### src/rtl/state_sequencer.sv
// Multi-cycle CPU state sequencer: fetch, one or two execute states, halt.
// Owns the PC, the instruction register and the branch delay-slot bookkeeping.
//
// state       | meaning
// FETCH_INSTR | read instruction at pc (halt instead if pc is zero)
// EXEC1_INSTR | execute; sample branch outcome, maybe need a second cycle
// EXEC2_INSTR | data access for load/store, stalls on waitrequest
// HALTED      | absorbing until reset; no bus activity
module state_sequencer #(
  parameter logic [31:0] RESET_VECTOR = 32'hBFC00000
) (
  input  logic        clk,
  input  logic        reset_n,
  input  logic        waitrequest,
  input  logic [31:0] readdata,
  input  logic        needs_exec2,
  input  logic        branch_taken,
  input  logic [31:0] branch_target,
  output logic [2:0]  state,
  output logic [31:0] instr,
  output logic [31:0] pc,
  output logic        fetch_read,
  output logic [31:0] fetch_address,
  output logic        active
);

  typedef enum logic [2:0] {
    FETCH_INSTR = 3'd0,
    EXEC1_INSTR = 3'd1,
    EXEC2_INSTR = 3'd2,
    HALTED      = 3'd3
  } state_t;

  state_t      state_q, state_d;
  logic [31:0] pc_q, pc_d;
  logic [31:0] instr_q, instr_d;
  logic [31:0] saved_target_q, saved_target_d;
  logic        delay_pending_q, delay_pending_d;
  logic        active_q, active_d;
  logic        pc_update;

  always_comb begin
    state_d         = state_q;
    pc_d            = pc_q;
    instr_d         = instr_q;
    saved_target_d  = saved_target_q;
    delay_pending_d = delay_pending_q;
    active_d        = active_q;
    pc_update       = 1'b0;

    case (state_q)
      FETCH_INSTR: begin
        if (pc_q == 32'h0) begin
          state_d  = HALTED;
          active_d = 1'b0;
        end else if (!waitrequest) begin
          instr_d = readdata;
          state_d = EXEC1_INSTR;
        end
      end
      EXEC1_INSTR: begin
        // A branch sitting in a delay slot is ignored: the first target wins.
        if (branch_taken && !delay_pending_q) begin
          delay_pending_d = 1'b1;
          saved_target_d  = branch_target;
        end
        if (needs_exec2) begin
          state_d = EXEC2_INSTR;
        end else begin
          state_d   = FETCH_INSTR;
          pc_update = 1'b1;
        end
      end
      EXEC2_INSTR: begin
        if (!waitrequest) begin
          state_d   = FETCH_INSTR;
          pc_update = 1'b1;
        end
      end
      HALTED: begin
        active_d = 1'b0;
      end
      default: begin
        state_d  = HALTED;
        active_d = 1'b0;
      end
    endcase

    // Only reached with delay_pending_q=0 when a new branch is being recorded,
    // so a fresh branch never redirects the update it shares an edge with.
    if (pc_update) begin
      if (delay_pending_q) begin
        pc_d            = saved_target_q;
        delay_pending_d = 1'b0;
      end else begin
        pc_d = pc_q + 32'd4;
      end
    end
  end

  always_ff @(posedge clk or negedge reset_n) begin
    if (!reset_n) begin
      state_q         <= FETCH_INSTR;
      pc_q            <= RESET_VECTOR;
      instr_q         <= 32'h0;
      saved_target_q  <= 32'h0;
      delay_pending_q <= 1'b0;
      active_q        <= 1'b1;
    end else begin
      state_q         <= state_d;
      pc_q            <= pc_d;
      instr_q         <= instr_d;
      saved_target_q  <= saved_target_d;
      delay_pending_q <= delay_pending_d;
      active_q        <= active_d;
    end
  end

  assign state         = state_q;
  assign pc            = pc_q;
  assign instr         = instr_q;
  assign active        = active_q;
  assign fetch_read    = (state_q == FETCH_INSTR) && (pc_q != 32'h0);
  assign fetch_address = pc_q;

endmodule

### config.mk
export PLATFORM = sky130hd
export DESIGN_NAME = state_sequencer
export DESIGN_NICKNAME = d
export VERILOG_FILES = /design/src/rtl/state_sequencer.sv
export SDC_FILE = /design/constraint.sdc
export NUM_CORES = 1
export LEC_CHECK = 0
export ABC_AREA = 1
export CAP_MARGIN = 20
export CORE_ASPECT_RATIO = 0.5
export CORE_UTILIZATION = 38
export CTS_CLUSTER_SIZE = 16
export DETAILED_ROUTE_END_ITERATION = 12
export GPL_ROUTABILITY_DRIVEN = 0
export PLACE_DENSITY = 0.64
export SYNTH_ARGS = -nofsm -noshare
export SYNTH_HDL_FRONTEND = slang
export SYNTH_SLANG_ARGS = --single-unit
### constraint.sdc
create_clock -name clk -period 1.95 [get_ports clk]
set_input_delay 0.195 -clock clk [delete_from_list [all_inputs] [get_ports clk]]
set_output_delay 0.195 -clock clk [all_outputs]
set_load 0.02 [all_outputs]
==> impl_summary.log, run 1 <==
INFO  metric status = finished clean
INFO  metric layout_min_cycle_time = 1.85 ns
INFO  metric mappedNetlistArea = 5590 sq um
INFO  metric worst_ep_arrival = 1.65 ns
INFO  metric post_drt_antenna_nets = 0
INFO  metric flop_and_latch_count_out_of_synthesis = 100
INFO  metric netlist.area_leader.share = 0.403
INFO  metric avgSynthCellArea = 7.98 sq um
INFO  metric reg2reg_setup_slack = 0.18 ns
INFO  metric worst_r2r_startpoint = fetch_address[2]
INFO  metric postSynthCellCount = 700
INFO  metric top_level_ports = 170
INFO  metric timing.final.max_slew_violations = 0
INFO  metric detailedRoute.firstPassIterationCount = 4
INFO  metric final_nets = 958
INFO  metric clk_pin_slew_worst_paths = 0.07 ns
INFO  metric yosys.cell_count.top_type = sky130_fd_sc_hd__nand2_1
INFO  metric antenna_cells_inserted = 0
INFO  metric tritoncts_buffer_count = 9
INFO  metric share_of_the_yosys_chip_area_belonging_to_registers = 0.450
INFO  metric effective_utilization_at_floorplan = 0.400
INFO  metric final-setup-viol-count = 0
INFO  metric number_of_maximum_capacitance_violations = 0
INFO  metric synth_ff_type = sky130_fd_sc_hd__dfrtp_1
INFO  metric vdd_ir_drop_max = 0.717 mV
INFO  metric totalWireLength = 14200 microns
INFO  metric cell_count_of_the_worst_reg_to_reg_path = 11
INFO  metric ys_warn_count = 0
INFO  metric worst_hold_path_type = primary input to async pin
INFO  metric fp-row-count = 30
INFO  metric via_count_of_the_first_global_routing_pass = 4808
INFO  metric syn-num-nets = 776
INFO  metric timing.rr.end = fetch_address[20]
INFO  metric gr-usage-all-layers = 0.193
INFO  metric drt_iter0_drc = 319
INFO  metric synth-edff-count = 0
INFO  metric fmaxAchievable = 542 MHz
INFO  metric post-route-drc-count = 0
INFO  metric vias = 5002
INFO  metric clock_skew = 0.0107 ns
INFO  metric vias_per_cell = 4.64
INFO  metric power.leakage = 0.00376 uW
INFO  metric htree_num_levels = 3
INFO  metric dp.cells = 1062
INFO  metric worst-setup-path-type = flop to output port
INFO  metric share_of_final_layout_standard_cells_stronger_than_drive_strength_1 = 0.179
INFO  metric clk_root_buffer_cell = sky130_fd_sc_hd__clkbuf_16
INFO  metric core = 14000 sq um
INFO  metric timing.final.crit_share = 0.947
INFO  metric die_area = 15200 sq um
INFO  metric tritoncts_clock_tree = yes
INFO  metric worstSkewPairLatency = 0.34 ns
INFO  metric most_instantiated_cells_after_synthesis = sky130_fd_sc_hd__nand2_1 (172), sky130_fd_sc_hd__inv_1 (97), sky130_fd_sc_hd__dfrtp_1 (90)
INFO  metric antenna_found_initial = 0
INFO  metric wl_per_cell = 13.2 microns
INFO  metric final_util = 0.570
INFO  metric cts_max_path_buffers = 2
INFO  metric grt-ovfl-total = 0
INFO  metric cell_type_with_the_largest_total_area_after_synthesis = sky130_fd_sc_hd__dfrtp_1
INFO  metric numClockSinks = 100
INFO  metric layout.cells.non_filler = 1079
INFO  metric required = 1.75 ns
INFO  metric flow.area_growth_from_synthesis = 42.5%
INFO  metric die_width = 174 microns
INFO  metric worstSetupStartpointType = flop
INFO  metric worstSetupStartpoint = fetch_address[23]
INFO  metric setup.worst_path.end_class = output port
INFO  metric die_y = 87.8 microns
INFO  metric hpwlAfterDp = 10900 microns
INFO  metric grt_pass1_wl = 23300 microns
INFO  metric postSynth.asyncResetShare = 1.00
INFO  metric hold_viol_final = 0
INFO  metric power.density_cell_area = 1660 nW/um^2
INFO  metric crit_fanout = 3
INFO  metric grt_start_max_net_pins = 37
INFO  metric netlist-cell-type-count = 35
INFO  metric io_buffers = 168
INFO  metric top_cells_by_area_in_the_synthesized_netlist = sky130_fd_sc_hd__dfrtp_1 (40%), sky130_fd_sc_hd__nand2_1 (12%), sky130_fd_sc_hd__inv_1 (6.5%)
[logic make-up after synthesis]
family | Yosys count | share of synthesized area
adders and majority gates | 7 | 0.0157
buffers and inverters | 156 | 0.137
DFF | 100 | 0.450
other | 1 | 0.000671
muxes | 20 | 0.0403
xor gates and xnor gates | 6 | 0.00940
AOI/OAI and AO/OA | 109 | 0.121
and+or+nand+nor | 301 | 0.226
[flip-flops by register name (all words and copies together) (netlist names)]
register / flops
fetch_address: 32
saved_target_q: 32
active: 1
state: 2
delay_pending_q: 1
instr: 32
[power by group]
group / total, uW / switching (uW) / internal, uW
clock network: 1800 / 801 / 1000
logic: 7790 / 4210 / 3580
registers: 3620 / 490 / 3130
total: 13200 / 5500 / 7710
[stage by stage]
step                instance area [sq um]  worst slack [ns]  hold slack (ns)  total power, uW  setup TNS (ns)
floorplan                            5590             0.248           -0.101             8260               0
global placement                     7640           -0.0843            0.189            11400         -0.0843
detailed placement                   7640           -0.0742            0.196            11500         -0.0742
CTS                                  7940            0.0157            0.362            13300               0
global route                         7960           -0.0143            0.386            14200         -0.0143
finish                               7960             0.104            0.349            13200               0
[layout make-up]
| class | count | area, sq um |
|---|---|---|
| multi-input cells | 444 | 2330 |
| repair buffers | 224 | 2200 |
| well taps | 192 | 240 |
| flip-flops and latches | 100 | 2510 |
| inverters | 103 | 387 |
| clock inverters | 6 | 62.6 |
| clock buffers | 10 | 229 |
| fillers | 1284 | 6000 |
[what timing repair did]
item,in CTS,in global routing
setup endpoints to repair,1,5
pin swaps,0,1
endpoints found under the hold margin,27,0
buffers inserted,0,0
resized for setup,5,6
hold buffers,1,0
[routing by layer]
| layer | track usage | share of wire | vias to the layer above |
|---|---|---|---|
| met4 | 0.0426 | 0.0082 | 0 |
| met3 | 0.0573 | 0.072 | 9 |
| li1 | - | - | 2511 |
| met2 | 0.312 | 0.45 | 139 |
| met1 | 0.257 | 0.47 | 2343 |
| met5 | 0 | 0 | - |
[worst max-delay path, cell delays in order, from the launching register on]
cell and delay (ns):
sky130_fd_sc_hd__dfstp_2 0.53, sky130_fd_sc_hd__nor2_1 0.04, sky130_fd_sc_hd__and2_1 0.15, sky130_fd_sc_hd__nand2_1 0.08
sky130_fd_sc_hd__nor2_2 0.05, sky130_fd_sc_hd__buf_4 0.15, sky130_fd_sc_hd__nand2_4 0.07, sky130_fd_sc_hd__nand2_2 0.06
sky130_fd_sc_hd__inv_1 0.05, sky130_fd_sc_hd__buf_4 0.13
[worst max path at each step]
stage                                  end  slack (ns)  cells past startpoint
after global routing            fetch_read       -0.01                     10
after CTS                       fetch_read        0.02                      9
after floorplan           fetch_address[2]        0.25                      9
final                           fetch_read        0.10                      9
after global placement          fetch_read       -0.08                      9
after detailed placement        fetch_read       -0.07                      9
[layout by cell type, fill, tap and decap left out, drive strengths merged]
master and n:
clkinv 3, bufinv 1, nand2 176, nand3 33, xnor2 1, nand4 2, ha 7, clkbuf 10
and2 2, nor3 1, dlygate4sd3 1, clkdlybuf4s50 166, dfstp 10, o211ai 2, a21oi 32, nor2 84
xor2 5, a21boi 1, buf 57, o221ai 1, conb 1, nand3b 3, inv 105, o22ai 4
dfrtp 90, o21ai 69, mux2 20
Power figures use the tool's default switching activity.
==> run 2: changes to the inputs <==
Clock period 1.95 ns to 2.3 ns, I/O delays scaled along.
==> run 2 against run 1 <==
- sequential power is 8.0% lower
- first-iteration DRC count is 33% lower
- power is 16% lower
- via count is 2.6% lower
==> impl_summary.log, run 2 (synthesis results as in run 1) <==
INFO  metric worstSkewPairLatency = 0.34 ns (about the same)
INFO  metric fmaxAchievable = 461 MHz
INFO  metric worstSetupStartpointType = flop
INFO  metric totalWireLength = 14300 microns (+0.77%)
INFO  metric vdd_ir_drop_max = 0.523 mV (-27%)
INFO  metric post-route-drc-count = 0 (unchanged)
INFO  metric grt_pass1_wl = 23600 microns (+0.98%)
INFO  metric vias_per_cell = 4.66 (+0.63%)
INFO  metric worst-setup-path-type = flop to output port
INFO  metric timing.final.max_slew_violations = 0 (unchanged)
INFO  metric drt_iter0_drc = 213 (-33%)
INFO  metric core = 14000 sq um (unchanged)
INFO  metric grt-ovfl-total = 0 (unchanged)
INFO  metric cts_max_path_buffers = 2 (unchanged)
INFO  metric die_area = 15200 sq um (unchanged)
INFO  metric hpwlAfterDp = 10800 microns (-0.61%)
INFO  metric power.density_cell_area = 1430 nW/um^2 (-14%)
INFO  metric unrepaired_setup_endpoints_after_global_routing = false
INFO  metric required = 2.07 ns (+0.32 ns)
INFO  metric wl_met1 = 6820 microns (+2.2%)
INFO  metric post_drt_antenna_nets = 0 (unchanged)
INFO  metric max_slew.worst_pin.slew = 0.644 ns
INFO  metric vias = 4870 (-2.6%)
INFO  metric clk_pin_slew_worst_paths = 0.07 ns (about the same)
INFO  metric slew_headroom = 0.571
INFO  metric clock_skew = 0.0115 ns (+0.000839 ns)
INFO  metric timing.setup.tns = 0 ns (unchanged)
INFO  metric io_buffers = 168 (unchanged)
INFO  metric htree_num_levels = 3 (unchanged)
INFO  metric timing.final.crit_share = 0.944
INFO  metric final_common_cell = sky130_fd_sc_hd__nand2_1
INFO  metric post-cts-setup-buffer-count = 0 (unchanged)
INFO  metric tritoncts_clock_tree = yes
INFO  metric routed-wl-met3 = 1080 microns (+6.1%)
INFO  metric power.leakage = 0.00359 uW (-4.7%)
INFO  metric share_of_final_layout_standard_cells_stronger_than_drive_strength_1 = 0.142 (-0.0372)
INFO  metric final-setup-viol-count = 0 (unchanged)
INFO  metric grt_start_max_net_pins = 46 (+24%)
INFO  metric number_of_maximum_capacitance_violations = 0 (unchanged)
INFO  metric effective_utilization_at_floorplan = 0.400 (unchanged)
INFO  metric post-place-ws = 0.164 ns (+0.239 ns)
INFO  metric final_nets = 923 (-3.7%)
INFO  metric cell_count_of_the_worst_reg_to_reg_path = 11 (unchanged)
INFO  metric die_y = 87.8 microns (unchanged)
INFO  metric flow.area_growth_from_synthesis = 38.3%
INFO  metric top_level_ports = 170 (unchanged)
INFO  metric design_power_total = 11100 uW (-16%)
INFO  metric worst_hold_path.num_cells = 3
INFO  metric worst_hold_path_type = primary input to flop
INFO  metric layout.cells.most_common_list = sky130_fd_sc_hd__nand2_1 (172), sky130_fd_sc_hd__clkdlybuf4s50_1 (166), sky130_fd_sc_hd__inv_1 (97)
INFO  metric tritoncts_buffer_count = 9 (unchanged)
INFO  metric crit_fanout = 7 (+4)
INFO  metric route.met2.wl = 6320 microns (-1.1%)
INFO  metric antenna_found_initial = 0 (unchanged)
INFO  metric layout_min_cycle_time = 2.17 ns
INFO  metric antenna_cells_inserted = 0 (unchanged)
INFO  metric worst_ep_arrival = 1.94 ns (+0.29 ns)
INFO  metric hold_viol_final = 0 (unchanged)
INFO  metric fp-row-count = 30 (unchanged)
INFO  metric via_count_of_the_first_global_routing_pass = 4643 (-3.4%)
INFO  metric wl_per_cell = 13.7 microns (+4.1%)
INFO  metric gr-usage-all-layers = 0.197 (+0.00384)
INFO  metric highest-signal-layer = met4
INFO  metric detailedRoute.firstPassIterationCount = 5 (+1)
INFO  metric clk_root_buffer_cell = sky130_fd_sc_hd__clkbuf_16
INFO  metric setup.worst_path.end_class = output port
INFO  metric numClockSinks = 100 (unchanged)
INFO  metric status = finished clean
INFO  metric die_width = 174 microns (unchanged)
INFO  metric worst_slack = 0.129 ns (+0.0251 ns)
## run 2: changes by cell type in the layout (fill, tap and decap cells not counted), sizes merged
cell	previous run	this run
buf	57	21
bufinv	1	4
clkinv	3	1
inv	105	103
clkinvlp	0	1
dlygate4sd2	0	1
## run 2: layout make-up
class	instances	area (sq um)
clock buffers	10	229
clock inverters	6	136
fillers	1281	6240
inverters	103	387
multi-input cells	444	2320
flip-flops and latches	100	2520
well taps	192	240
repair buffers	189	1900
## run 2: what timing repair did
item	in CTS	in global routing
hold buffers	1	0
endpoints found under the hold margin	34	0
resized for setup	2	2
endpoints found under the setup margin	1	1
## run 2: routing by layer
metal | track usage | vias up
met2 | 0.305 | 135
met5 | 0 | -
li1 | - | 2440
met4 | 0.0459 | 0
met3 | 0.0638 | 9
met1 | 0.268 | 2286
## run 2: final timing paths
| kind | start | to | slack [ns] |
|---|---|---|---|
| max | fetch_address[23] | fetch_read | 0.13 |
| max reg2reg | state[1] | fetch_address[17] | 0.26 |
| max in group asynchronous | reset_n | fetch_address[22] | 1.19 |
| min in group asynchronous | reset_n | instr[27] | 0.44 |
| min reg2reg | instr[17] | instr[17] | 0.48 |
| min | readdata[0] | instr[0] | 0.42 |
## run 2: power by group
part           leakage, uW  internal [uW]  total [uW]  switching, uW
clock network     0.000173           1180        1860            680
registers          0.00118           2660        3330            664
logic              0.00223           2640        5880           3240
## run 2: through the flow
stage          cell area, sq um   util  hold slack (ns)  cells
6_report                   7730  0.553            0.419   1044
5_1_grt                    7730  0.553            0.418   1044
4_1_cts                    7720  0.553            0.408   1044
3_5_place_dp               7340  0.526            0.304   1027
3_3_place_gp               7340  0.526            0.298   1027
2_1_floorplan              5590      -          -0.0656    700
## run 2: critical path: stages (launching register included)
cell and delay (ns):
sky130_fd_sc_hd__dfstp_2 0.61, sky130_fd_sc_hd__nor2_1 0.06, sky130_fd_sc_hd__and2_1 0.16, sky130_fd_sc_hd__nand2_1 0.11, sky130_fd_sc_hd__nor2_4 0.06, sky130_fd_sc_hd__nand2_2 0.10, sky130_fd_sc_hd__nand2_1 0.09, sky130_fd_sc_hd__inv_1 0.05
sky130_fd_sc_hd__dlygate4sd2_1 0.36
